<file path="src/rtl/la_cmd_pkg.sv">
// Shared types and constants for the logic-analyzer host-command controller.
package la_cmd_pkg;

    typedef enum logic [1:0] {
        OP_RD   = 2'b00,
        OP_WR   = 2'b01,
        OP_DUMP = 2'b10,
        OP_BAD  = 2'b11
    } op_e;

    typedef struct packed {
        op_e        op;
        logic [5:0] addr;
        logic [7:0] data;
    } cmd_t;

    localparam logic [7:0] ACK_BYTE = 8'hA5;
    localparam logic [7:0] NAK_BYTE = 8'hEE;

    localparam logic [5:0] A_TRIG_CFG = 6'h00;
    localparam logic [5:0] A_CH_TRIG1 = 6'h01;
    localparam logic [5:0] A_CH_TRIG2 = 6'h02;
    localparam logic [5:0] A_CH_TRIG3 = 6'h03;
    localparam logic [5:0] A_CH_TRIG4 = 6'h04;
    localparam logic [5:0] A_CH_TRIG5 = 6'h05;
    localparam logic [5:0] A_DECIM    = 6'h06;
    localparam logic [5:0] A_VIH      = 6'h07;
    localparam logic [5:0] A_VIL      = 6'h08;
    localparam logic [5:0] A_MATCH_H  = 6'h09;
    localparam logic [5:0] A_MATCH_L  = 6'h0A;
    localparam logic [5:0] A_MASK_H   = 6'h0B;
    localparam logic [5:0] A_MASK_L   = 6'h0C;
    localparam logic [5:0] A_TPOS_H   = 6'h0D;
    localparam logic [5:0] A_TPOS_L   = 6'h0E;
    localparam logic [5:0] A_LAST     = 6'h0E;

    localparam logic [4:0]  RST_TRIG_LO  = 5'h03;
    localparam logic [4:0]  RST_CH_TRIG  = 5'h01;
    localparam logic [3:0]  RST_DECIM    = 4'h0;
    localparam logic [7:0]  RST_VIH      = 8'hAA;
    localparam logic [7:0]  RST_VIL      = 8'h55;
    localparam logic [15:0] RST_MATCH    = 16'h0000;
    localparam logic [15:0] RST_MASK     = 16'h0000;
    localparam logic [15:0] RST_TRIG_POS = 16'h0001;

endpackage

</file>
<file path="src/rtl/la_cfg_regs.sv">
// Configuration register file: write decode, read mux, capture_done set/clear.
module la_cfg_regs
    import la_cmd_pkg::*;
(
    input  logic            clk,
    input  logic            rst_n,
    input  logic            we,
    input  logic [5:0]      addr,
    input  logic [7:0]      wdata,
    input  logic            set_capture_done,
    output logic [7:0]      rdata,
    output logic            addr_valid,
    output logic [5:0]      trig_cfg,
    output logic [5:1][4:0] ch_trig_cfg,
    output logic [3:0]      decimator,
    output logic [7:0]      vih,
    output logic [7:0]      vil,
    output logic [15:0]     match,
    output logic [15:0]     mask,
    output logic [15:0]     trig_pos
);

    logic       cap_done;
    logic [4:0] trig_lo;

    assign trig_cfg   = {cap_done, trig_lo};
    assign addr_valid = (addr <= A_LAST);

    always_ff @(posedge clk or negedge rst_n) begin
        if (!rst_n) begin
            cap_done    <= 1'b0;
            trig_lo     <= RST_TRIG_LO;
            ch_trig_cfg <= {5{RST_CH_TRIG}};
            decimator   <= RST_DECIM;
            vih         <= RST_VIH;
            vil         <= RST_VIL;
            match       <= RST_MATCH;
            mask        <= RST_MASK;
            trig_pos    <= RST_TRIG_POS;
        end else begin
            // A capture-complete set outranks a same-cycle clear from a reg-0 write
            if (set_capture_done)
                cap_done <= 1'b1;
            else if (we && addr == A_TRIG_CFG)
                cap_done <= 1'b0;
            if (we) begin
                case (addr)
                    A_TRIG_CFG: trig_lo        <= wdata[4:0];
                    A_DECIM:    decimator      <= wdata[3:0];
                    A_VIH:      vih            <= wdata;
                    A_VIL:      vil            <= wdata;
                    A_MATCH_H:  match[15:8]    <= wdata;
                    A_MATCH_L:  match[7:0]     <= wdata;
                    A_MASK_H:   mask[15:8]     <= wdata;
                    A_MASK_L:   mask[7:0]      <= wdata;
                    A_TPOS_H:   trig_pos[15:8] <= wdata;
                    A_TPOS_L:   trig_pos[7:0]  <= wdata;
                    default: ;
                endcase
                for (int i = 1; i <= 5; i++)
                    if (addr == 6'(i)) ch_trig_cfg[i] <= wdata[4:0];
            end
        end
    end

    always_comb begin
        rdata = 8'h00;
        case (addr)
            A_TRIG_CFG: rdata = {2'b00, trig_cfg};
            A_CH_TRIG1: rdata = {3'b000, ch_trig_cfg[1]};
            A_CH_TRIG2: rdata = {3'b000, ch_trig_cfg[2]};
            A_CH_TRIG3: rdata = {3'b000, ch_trig_cfg[3]};
            A_CH_TRIG4: rdata = {3'b000, ch_trig_cfg[4]};
            A_CH_TRIG5: rdata = {3'b000, ch_trig_cfg[5]};
            A_DECIM:    rdata = {4'h0, decimator};
            A_VIH:      rdata = vih;
            A_VIL:      rdata = vil;
            A_MATCH_H:  rdata = match[15:8];
            A_MATCH_L:  rdata = match[7:0];
            A_MASK_H:   rdata = mask[15:8];
            A_MASK_L:   rdata = mask[7:0];
            A_TPOS_H:   rdata = trig_pos[15:8];
            A_TPOS_L:   rdata = trig_pos[7:0];
            default:    rdata = 8'h00;
        endcase
    end

endmodule

</file>
<file path="src/rtl/la_cmd_cfg.sv">
// Host-command controller: executes reg read/write commands and streams channel dumps to the UART.
module la_cmd_cfg
    import la_cmd_pkg::*;
#(
    parameter int         ENTRIES = 384,
    parameter int         ADDR_W  = $clog2(ENTRIES),
    parameter logic [7:0] ACK     = ACK_BYTE,
    parameter logic [7:0] NAK     = NAK_BYTE
) (
    input  logic              clk,
    input  logic              rst_n,
    input  logic              cmd_rdy,
    input  logic [15:0]       cmd,
    output logic              clr_cmd_rdy,
    output logic              send_resp,
    output logic [7:0]        resp,
    input  logic              resp_sent,
    input  logic              set_capture_done,
    input  logic [ADDR_W-1:0] dump_start,
    output logic [2:0]        dump_chan,
    output logic [ADDR_W-1:0] ram_addr,
    input  logic [7:0]        ram_rdata,
    output logic [5:0]        trig_cfg,
    output logic [5:1][4:0]   ch_trig_cfg,
    output logic [3:0]        decimator,
    output logic [7:0]        vih,
    output logic [7:0]        vil,
    output logic [15:0]       match,
    output logic [15:0]       mask,
    output logic [15:0]       trig_pos
);

    localparam logic [2:0] S_IDLE     = 3'd0;
    localparam logic [2:0] S_WAIT_TX  = 3'd1;
    localparam logic [2:0] S_DUMP_RD  = 3'd2;
    localparam logic [2:0] S_DUMP_LAT = 3'd3;
    localparam logic [2:0] S_DUMP_TX  = 3'd4;

    localparam logic [ADDR_W-1:0] LAST_IDX = ADDR_W'(ENTRIES - 1);

    logic [2:0]        state;
    cmd_t              cmd_q;
    logic              pend;
    logic [ADDR_W-1:0] cnt;
    logic [7:0]        rd_val;
    logic              addr_valid;
    logic              exec;
    logic              reg_we;
    logic              dump_ok;
    logic              tx_done;

    assign exec    = (state == S_IDLE) && pend;
    assign reg_we  = exec && (cmd_q.op == OP_WR) && addr_valid;
    assign dump_ok = (cmd_q.addr[2:0] >= 3'd1) && (cmd_q.addr[2:0] <= 3'd5);
    // resp_sent may still be high from the previous byte during the send_resp cycle
    assign tx_done = resp_sent && !send_resp;

    la_cfg_regs u_regs (
        .clk              (clk),
        .rst_n            (rst_n),
        .we               (reg_we),
        .addr             (cmd_q.addr),
        .wdata            (cmd_q.data),
        .set_capture_done (set_capture_done),
        .rdata            (rd_val),
        .addr_valid       (addr_valid),
        .trig_cfg         (trig_cfg),
        .ch_trig_cfg      (ch_trig_cfg),
        .decimator        (decimator),
        .vih              (vih),
        .vil              (vil),
        .match            (match),
        .mask             (mask),
        .trig_pos         (trig_pos)
    );

    always_ff @(posedge clk or negedge rst_n) begin
        if (!rst_n) begin
            state       <= S_IDLE;
            cmd_q       <= '0;
            pend        <= 1'b0;
            cnt         <= '0;
            clr_cmd_rdy <= 1'b0;
            send_resp   <= 1'b0;
            resp        <= 8'h00;
            ram_addr    <= '0;
            dump_chan   <= 3'd0;
        end else begin
            clr_cmd_rdy <= 1'b0;
            send_resp   <= 1'b0;
            case (state)
                S_IDLE: begin
                    if (exec) begin
                        pend        <= 1'b0;
                        clr_cmd_rdy <= 1'b1;
                        if (cmd_q.op == OP_DUMP && dump_ok) begin
                            ram_addr  <= dump_start;
                            dump_chan <= cmd_q.addr[2:0];
                            cnt       <= '0;
                            state     <= S_DUMP_RD;
                        end else begin
                            send_resp <= 1'b1;
                            state     <= S_WAIT_TX;
                            if (cmd_q.op == OP_RD && addr_valid)
                                resp <= rd_val;
                            else if (cmd_q.op == OP_WR && addr_valid)
                                resp <= ACK;
                            else
                                resp <= NAK;
                        end
                    end else if (cmd_rdy) begin
                        cmd_q <= cmd_t'(cmd);
                        pend  <= 1'b1;
                    end
                end
                S_WAIT_TX: if (tx_done) state <= S_IDLE;
                S_DUMP_RD: state <= S_DUMP_LAT;
                S_DUMP_LAT: begin
                    resp      <= ram_rdata;
                    send_resp <= 1'b1;
                    state     <= S_DUMP_TX;
                end
                S_DUMP_TX: begin
                    if (tx_done) begin
                        if (cnt == LAST_IDX) begin
                            state <= S_IDLE;
                        end else begin
                            cnt      <= cnt + 1'b1;
                            ram_addr <= (ram_addr == LAST_IDX) ? '0 : ram_addr + 1'b1;
                            state    <= S_DUMP_RD;
                        end
                    end
                end
                default: state <= S_IDLE;
            endcase
        end
    end

endmodule
</file>
<file path="config.mk">
export PLATFORM = sky130hd
export DESIGN_NAME = la_cmd_cfg
export DESIGN_NICKNAME = d
export VERILOG_FILES = /design/src/rtl/la_cmd_pkg.sv /design/src/rtl/la_cfg_regs.sv /design/src/rtl/la_cmd_cfg.sv
export SDC_FILE = /design/constraint.sdc
export NUM_CORES = 1
export LEC_CHECK = 0
export ABC_AREA = 0
export BUFFER_PORTS_ARGS = -buffer_cell sky130_fd_sc_hd__buf_2
export CAP_MARGIN = 20
export CELL_PAD_IN_SITES_DETAIL_PLACEMENT = 1
export CELL_PAD_IN_SITES_GLOBAL_PLACEMENT = 2
export CORE_ASPECT_RATIO = 0.6
export CORE_UTILIZATION = 33
export DETAILED_ROUTE_END_ITERATION = 10
export PLACE_DENSITY = 0.76
export SLEW_MARGIN = 20
export SYNTH_ARGS = -nofsm -noshare
export SYNTH_HDL_FRONTEND = slang
export SYNTH_SLANG_ARGS = --single-unit
</file>
<file path="constraint.sdc">
create_clock -name clk -period 2.4 [get_ports clk]
set_input_delay 0.36 -clock clk [delete_from_list [all_inputs] [get_ports clk]]
set_output_delay 0.36 -clock clk [all_outputs]
set_load 0.005 [all_outputs]
</file>
==> results of run 1 <==
-- cells in the mapped netlist, drive strengths merged (10+ instances only) --
library cell,count
clkbuf,13
dfstp,16
a21oi,10
buf,13
mux2i,15
nor3,10
nand2,33
mux4,10
nor2,40
o21ai,17
a22oi,10
dfrtp,134
mux2,122
-- cell type report --
type	count	area [sq um]	share of cell area [%]
clock buffer	17	425	4.58
clock inverter	15	155	1.67
inverter	10	37.5	0.405
multi-input combinational	374	3340	36.0
sequential	150	3770	40.7
tap	279	349	3.76
timing repair buffer	204	1190	12.9
-- cells by family after synthesis --
group | count (synthesis)
buffers and inverters | 36
XOR/XNOR | 6
multiplexers | 147
adder cells (fa/ha/maj) | 2
AND/OR/NAND/NOR | 135
AO/OA/AOI/OAI | 84
flip-flops | 150
-- path summary, 6_finish.rpt --
path | start | endpoint | slack, ps
min | cmd[14] | cmd_q[14] | 150
max reg2reg | state[2] | u_regs.trig_pos[5] | 70
min reg2reg | dump_chan[2] | dump_chan[2] | 510
max | state[2] | u_regs.trig_pos[5] | 70
min in group asynchronous | rst_n | ram_addr[2] | 460
max in group asynchronous | rst_n | u_regs.ch_trig_cfg[0] | 1140
-- critical path, cell delays in order (launching register included) --
cell	delay (ps)
dfrtp_1	390
or4b_4	600
nor4_4	270
buf_4	200
nand2_4	130
nor2_8	250
mux2_2	370
-- cell usage in the layout, fill, tap and decap left out, types with 6 or more instances in the layout --
master,count
buf_2,157
dfrtp_1,133
mux2_2,122
buf_4,41
nand2_1,30
nor2_1,27
o21ai_0,17
clkbuf_16,17
dfstp_2,16
mux2i_1,15
a21oi_1,10
mux4_2,10
a22oi_1,10
inv_6,10
inv_1,9
nand3_1,8
nor3_1,7
nor2b_1,6
nor2_4,6
nor2_8,6
-- flip-flops by register name (all words and copies together), names as in the netlist, 4 cells and up --
register            cells
cmd_q                  16
cnt                     9
ram_addr                9
resp                    8
u_regs.ch_trig_cfg     25
u_regs.decimator        4
u_regs.mask            16
u_regs.match           16
u_regs.trig_lo          5
u_regs.trig_pos        16
u_regs.vih              8
u_regs.vil              8
-- where the power goes --
group,internal [mW],switching [mW]
Combinational,1.30,1.51
Sequential,2.98,0.727
Clock,1.47,1.24
Total,5.76,3.48
-- routing by layer --
layer | part of all wire (%) | routed length [microns]
met2 | 41 | 10200
met5 | 0 | 0
met4 | 1.2 | 284
met3 | 5.6 | 1390
met1 | 52 | 12800
-- what timing repair did --
action,CTS,global route
hold endpoints to repair,59,0
resized for setup,0,3
endpoints found under the setup margin,0,25
hold buffers,1,0
==> impl_metrics.ini, run 1 <==
[global_route]
grt_pass1_vias = 5872
top_usage_layer = met1
grt_max_degree = 62
gr-usage-all-layers_pct = 22.9
grt_overflow = 0
grt_first_pass_wirelength_microns = 37800
grtUsageMet1_pct = 34.9
use_met3_pct = 6.28
grt_antenna_before_repair = 0
grt_util_met2_pct = 31.4

[synthesis]
synth_top_area_share_pct = 46.2
synth_area_leaders = dfrtp_1 46%, mux2_2 19%, dfstp_2 5.8%, mux4_2 3.1%, mux2i_1 2.1%
ys_warn_count = 0
synth_compound_area_share_pct = 8.38
syn_area_per_cell_sq_um = 13.0
syn_nets = 600
ys_types = 69
synth-simple-area-share_pct = 12.3
synth-seq-cells = 150
synth_area_sq_um = 7260
synth_xor_area_share_pct = 0.724
synth_edf_count = 0
synth_flop_cell = dfrtp_1
synth_seq_area_share_pct = 52.0
synth_fa_ha_area_share_pct = 0.345
yosysTopAreaCell = dfrtp_1
synth_mux_area_share_pct = 24.1
synth_cells = 560
synth_top_family_by_area = multiplexers
synthArstFlopShare_pct = 100

[die]
initial_core_util_pct = 34.1
core_sq_um = 21300
rows = 41
fp.dieH_microns = 117
design.die.area_sq_um = 22600
die_w_microns = 193
pin_count = 159

[sta]
setup_viol = 0
relSlewSlack_pct = 55.3
clock.fmax_ghz = 0.429
finalSetupTns_ps = 0
worst_pin_slew_ps = 670
fin_crit_ps = 2330
hold_ws_ps = 152
final-hold-violation-count = 0
fin_skew_ps = 10.7
rsz0062_at_grt = no
fin_crit_sh_pct = 97.1
drv_slew = 0
final.setup.worst_slack_ps = 69.1

[power]
total_power_mw = 9.24
peakVddDrop_uv = 521
power_density_nw_per_um2 = 995
p_leak_nw = 4.66

[cts]
clockBufferDepth = 2
cts_root_buffer = clkbuf_16
cts_buffers = 17
cts.sink_count = 150
tritoncts = built
post_cts_buffers = 0
h-tree-depth = 4
insertion_delay_ps = 440
path_clk_slew_ps = 70

[detailed_routing]
vias = 5591
drtIter0Drc = 320
dr.pass1.iters = 7
via_per_inst = 5.33
routed_wl_microns = 24600
drcViolationCount = 8
wl_per_cell_microns = 23.5
ant_nets = 0

[placement]
place_area_sq_um = 8670
pre_cts_ws_ps = 38.4
port_buffers = 158
hpwl_microns = 18400
gp_congestion = 0.814
post-place-cells = 1016

[job]
max_cap_violations = 0

[cells_and_area]
drive_gt1_share_pct = 53.5
post-route-util_pct = 43.6
final_area_sq_um = 9280
finalNetCount = 797
antenna_cells = 0
nFillCells = 2248
stdcell_count = 1049
area.growth.synth_to_final_pct = 27.8

[critical_path]
worst_r2r_path_depth = 6
cp.arrival_ps = 2650
cp_max_fo = 8
cp-start-kind = flip-flop
critPathKind = flip-flop to flip-flop
endpoint_kind = flip-flop
cp.required_ps = 2720

[status]
violations = DRC
outcome = complete, but fails checks

[min_path]
hold_depth = 2
hold_class = input pin to flip-flop
Power figures use the tool's default switching activity.
==> run 2, diff against run 1 <==
GPL_TIMING_DRIVEN = 0   (was unset)
==> impl_metrics.ini, run 2 (synthesis results as in run 1) <==
[detailed_routing]
dr.pass1.iters = 9
ant_nets = 0
drtIter0Drc = 421
drcViolationCount = 22
via_per_inst = 5.40
routed_wl_microns = 25200
wl_per_cell_microns = 24.2
vias = 5633

[sta]
clock.fmax_ghz = 0.420
worst_pin_slew_ps = 752
fin_crit_ps = 2380
final-hold-violation-count = 0
drv_slew = 0
fin_skew_ps = 11.9
setup_viol = 0
relSlewSlack_pct = 49.5
rsz0062_at_grt = yes
hold_ws_ps = 129
fin_crit_sh_pct = 99.3

[cells_and_area]
area.growth.synth_to_final_pct = 28.7
largest_reg_flops = 25
drive_gt1_share_pct = 53.6
nFillCells = 2251
finalNetCount = 790
final_area_sq_um = 9340
final-seq-area_sq_um = 3780
multi_input_area_sq_um = 3460
top_register = u_regs.ch_trig_cfg
final_common_cell = buf_2
stdcell_count = 1043
layout_common_cells = 160 x buf_2, 132 x dfrtp_1, 122 x mux2_2, 30 x nand2_1, 27 x nor2_1
post-route-util_pct = 43.9

[placement]
post-place-cells = 999
hpwl_microns = 18600
port_buffers = 158
gp_congestion = 0.801
place_area_sq_um = 8450

[critical_path]
cp.required_ps = 2710
endpoint_kind = flip-flop
worst_r2r_path_depth = 7
cp_max_fo = 9
cp-start-kind = flip-flop
cp.arrival_ps = 2700
critPathKind = flip-flop to flip-flop

[cts]
h-tree-depth = 4
cts_buffers = 17
cts_root_buffer = clkbuf_16
cts.sink_count = 150
insertion_delay_ps = 440
path_clk_slew_ps = 60
clockBufferDepth = 2
tritoncts = built

[die]
design.die.area_sq_um = 22600
fp.dieH_microns = 117
rows = 41
initial_core_util_pct = 34.1
die_w_microns = 193
pin_count = 159
core_sq_um = 21300

[power]
power_density_nw_per_um2 = 1010
p_leak_nw = 4.65
peakVddDrop_uv = 515

[global_route]
gr-usage-all-layers_pct = 23.3
grt_first_pass_wirelength_microns = 38200
grt_antenna_before_repair = 0
grt_overflow = 0
grt_max_degree = 84
grt_pass1_vias = 5941

[min_path]
hold_depth = 2
hold_class = input pin to flip-flop

[status]
violations = DRC
outcome = complete, but fails checks

[job]
max_cap_violations = 0
## run 2: cell types whose count changed in the layout (fill, tap and decap cells not counted), sizes merged
cell,delta
buf,-22
bufinv,+2
clkbuf,+18
clkinvlp,+2
diode,+1
inv,-7
## run 2: timing repair
item,CTS,global route
setup buffers,12,0
endpoints found under the hold margin,70,0
gates resized for setup,28,17
hold buffers,1,0
pin swaps,7,7
setup endpoints to repair,118,92
## run 2: worst max-delay path: stages, from the launching register on
cell,delay [ps]
dfrtp_1,370
buf_6,140
or4b_4,590
nor4_4,170
buf_4,210
nand2_4,130
nor2_8,280
mux2_2,370
## run 2: cell type report
| cell class | instances | share of cell area, % |
|---|---|---|
| antenna | 1 | 0.0268 |
| buffer | 24 | 1.54 |
| clock buffer | 20 | 4.89 |
| clock inverter | 12 | 1.77 |
| inverter | 10 | 0.442 |
| multi-input combinational | 374 | 37.0 |
| sequential | 150 | 40.4 |
| tap | 279 | 3.74 |
| timing repair buffer | 173 | 10.1 |
## run 2: path summary, 6_finish.rpt
| path | startpoint | end | slack (ps) |
|---|---|---|---|
| min reg2reg | resp[6] | resp[6] | 510 |
| max reg2reg | state[0] | u_regs.vil[5] | 20 |
| min in group asynchronous | rst_n | ram_addr[1] | 480 |
| min | set_capture_done | u_regs.cap_done | 130 |
| max | state[0] | u_regs.vil[5] | 20 |
| max in group asynchronous | rst_n | u_regs.vil[2] | 1080 |
## run 2: power breakdown
| group | internal (mW) | switching, mW | total [mW] |
|---|---|---|---|
| combinational | 1.22 | 1.78 | 3.00 |
| sequential | 2.98 | 0.586 | 3.57 |
| clock | 1.71 | 1.15 | 2.86 |
## run 2: metrics by stage
step	setup slack (ps)	TNS [ps]	power [mW]
after floorplan	22.5	0	5.12
after global placement	-1230	-201890	6.22
after detailed placement	-1020	-41070	6.35
after CTS	0.305	0	9.36
after global routing	-35.2	-793	9.91
final	17.6	0	9.43
## run 2: metal layers
layer	track usage (%)	wire length, microns
met3	4.90	1380
met4	6.08	213
met5	0	0
met1	36.1	13200
met2	32.4	10400
==> run 3, diff against run 2 <==
CELL_PAD_IN_SITES_DETAIL_PLACEMENT = unset   (was 1)
CELL_PAD_IN_SITES_GLOBAL_PLACEMENT = unset   (was 2)
CORE_UTILIZATION = 40   (was 33)
PLACE_DENSITY = 0.64   (was 0.76)
==> impl_metrics.ini, run 3 (synthesis results as in run 1) <==
[cts]
cts.sink_count = 150
tritoncts = built
cts_buffers = 17
h-tree-depth = 4
path_clk_slew_ps = 60
insertion_delay_ps = 420
cts_root_buffer = clkbuf_16
clockBufferDepth = 2

[power]
p_leak_nw = 4.72
power_frac_clock_pct = 29.7
comb_power_share_pct = 32.9
p_sw_share_pct = 37.0
intPower_mw = 5.98
power_density_nw_per_um2 = 990
total_power_mw = 9.49
power_frac_seq_pct = 37.4
peakVddDrop_uv = 367
p_switching_mw = 3.51

[die]
pin_count = 159
die_w_microns = 176
fp.dieH_microns = 106
rows = 37
design.die.area_sq_um = 18700
core_sq_um = 17500
initial_core_util_pct = 41.6

[sta]
fin_crit_ps = 2410
drv_slew = 0
worst_pin_slew_ps = 694
fin_skew_ps = 10.8
relSlewSlack_pct = 53.7
rsz0062_at_grt = yes
final-hold-violation-count = 0
finalSetupTns_ps = -13.3
clock.fmax_ghz = 0.415
hold_ws_ps = 141
fin_crit_sh_pct = 100
setup_viol = 3
final.setup.worst_slack_ps = -9.88

[detailed_routing]
dr.pass1.iters = 5
ant_nets = 0
routed_wl_microns = 23100
wl_per_cell_microns = 23.0
via_per_inst = 5.77
vias = 5801
drtIter0Drc = 527
drcViolationCount = 0

[global_route]
grt_overflow = 0
grtUsageMet1_pct = 38.3
grt_first_pass_wirelength_microns = 34100
grt_max_degree = 92
grt_antenna_before_repair = 0
use_met3_pct = 7.08
top_usage_layer = met1
grt_pass1_vias = 5664
grt_util_met2_pct = 33.5
gr-usage-all-layers_pct = 24.9

[critical_path]
endpoint = u_regs.ch_trig_cfg[17]
timing.rr.start = state[0]
rr_endpoint = u_regs.ch_trig_cfg[17]
endpoint_kind = flip-flop
cp-startpoint = state[0]
worst_r2r_path_depth = 8
critPathKind = flip-flop to flip-flop
cp-start-kind = flip-flop
reg2reg_setup_slack_ps = -10
cp.required_ps = 2700
cp.arrival_ps = 2710
cp_max_fo = 7

[status]
violations = setup timing
outcome = complete, but fails checks

[cells_and_area]
top_register = u_regs.ch_trig_cfg
nFillCells = 1431
largest_reg_flops = 25
finalNetCount = 798
area.growth.synth_to_final_pct = 32.0
layout_common_cells = 163 x buf_2, 132 x dfrtp_1, 78 x mux2_2, 44 x mux2_4, 29 x nand2_1
stdcell_count = 1005
post-route-util_pct = 54.9
final_common_cell = buf_2
antenna_cells = 0
drive_gt1_share_pct = 54.3

[placement]
hpwl_microns = 16300
gp_congestion = 0.937
post-place-cells = 954
port_buffers = 158

[min_path]
hold_class = input pin to flip-flop
min_from = set_capture_done

[job]
max_cap_violations = 0
run 3: cell types whose count changed in the layout (fill, tap and decap cells not counted), sizes merged:
cell	delta
clkinv	+5
buf	+11
inv	-3
clkbuf	-4
clkinvlp	-1
diode	-1
run 3: layout make-up:
type / instances / area (sq um) / area share, %
Sequential cell: 150 / 3780 / 39.4
Multi-Input combinational cell: 374 / 3650 / 38.1
Timing Repair Buffer: 181 / 1060 / 11.0
Clock buffer: 19 / 453 / 4.73
Tap cell: 234 / 293 / 3.06
Clock inverter: 13 / 171 / 1.79
Buffer: 24 / 138 / 1.44
Inverter: 10 / 41.3 / 0.431
run 3: power groups by stage:
stage / combinational (mW) / sequential [mW] / clock [mW]
after floorplan: 1.73 / 3.39 / 0
after global placement: 2.65 / 3.50 / 0
after detailed placement: 2.73 / 3.54 / 0
after CTS: 2.91 / 3.51 / 2.84
after global routing: 3.36 / 3.61 / 2.94
final: 3.13 / 3.55 / 2.82
run 3: per-layer routing:
metal	vias up	part of all wire [%]
met5	-	0
met4	0	1.8
met3	31	9.1
met2	289	41
met1	2990	48
li1	2491	-
run 3: what timing repair did:
| item | in CTS | in global routing |
|---|---|---|
| hold buffers | 1 | 0 |
| hold endpoints to repair | 49 | 0 |
| gates resized for setup | 34 | 69 |
| setup buffers | 13 | 6 |
| pin swaps | 10 | 10 |
| cloned | 0 | 1 |
| setup endpoints to repair | 120 | 96 |
run 3: how the worst min path moves through the flow:
stage | to | slack (ps) | cells after the start
6_report | u_regs.cap_done | 140 | 2
5_1_grt | u_regs.cap_done | 150 | 2
4_1_cts | u_regs.cap_done | 140 | 2
3_5_place_dp | cnt[4] | 320 | 1
3_3_place_gp | resp[6] | 480 | 2
2_1_floorplan | clr_cmd_rdy | 60 | 0
run 3: metrics by stage:
stage	cell area (sq um)	setup slack, ps
global placement	8340	-1170
floorplan	7260	22.5
finish	9580	-9.88
global route	9580	-67.1
detailed placement	8390	-905
CTS	9260	0.438
run 3: critical path: stages (launching register included):
cell     delay (ps)
dfrtp_1         370
buf_6           130
or4b_4          530
buf_6           150
nor4_4          130
buf_6           200
nand2_8         110
nor2_4          280
mux2_2          380
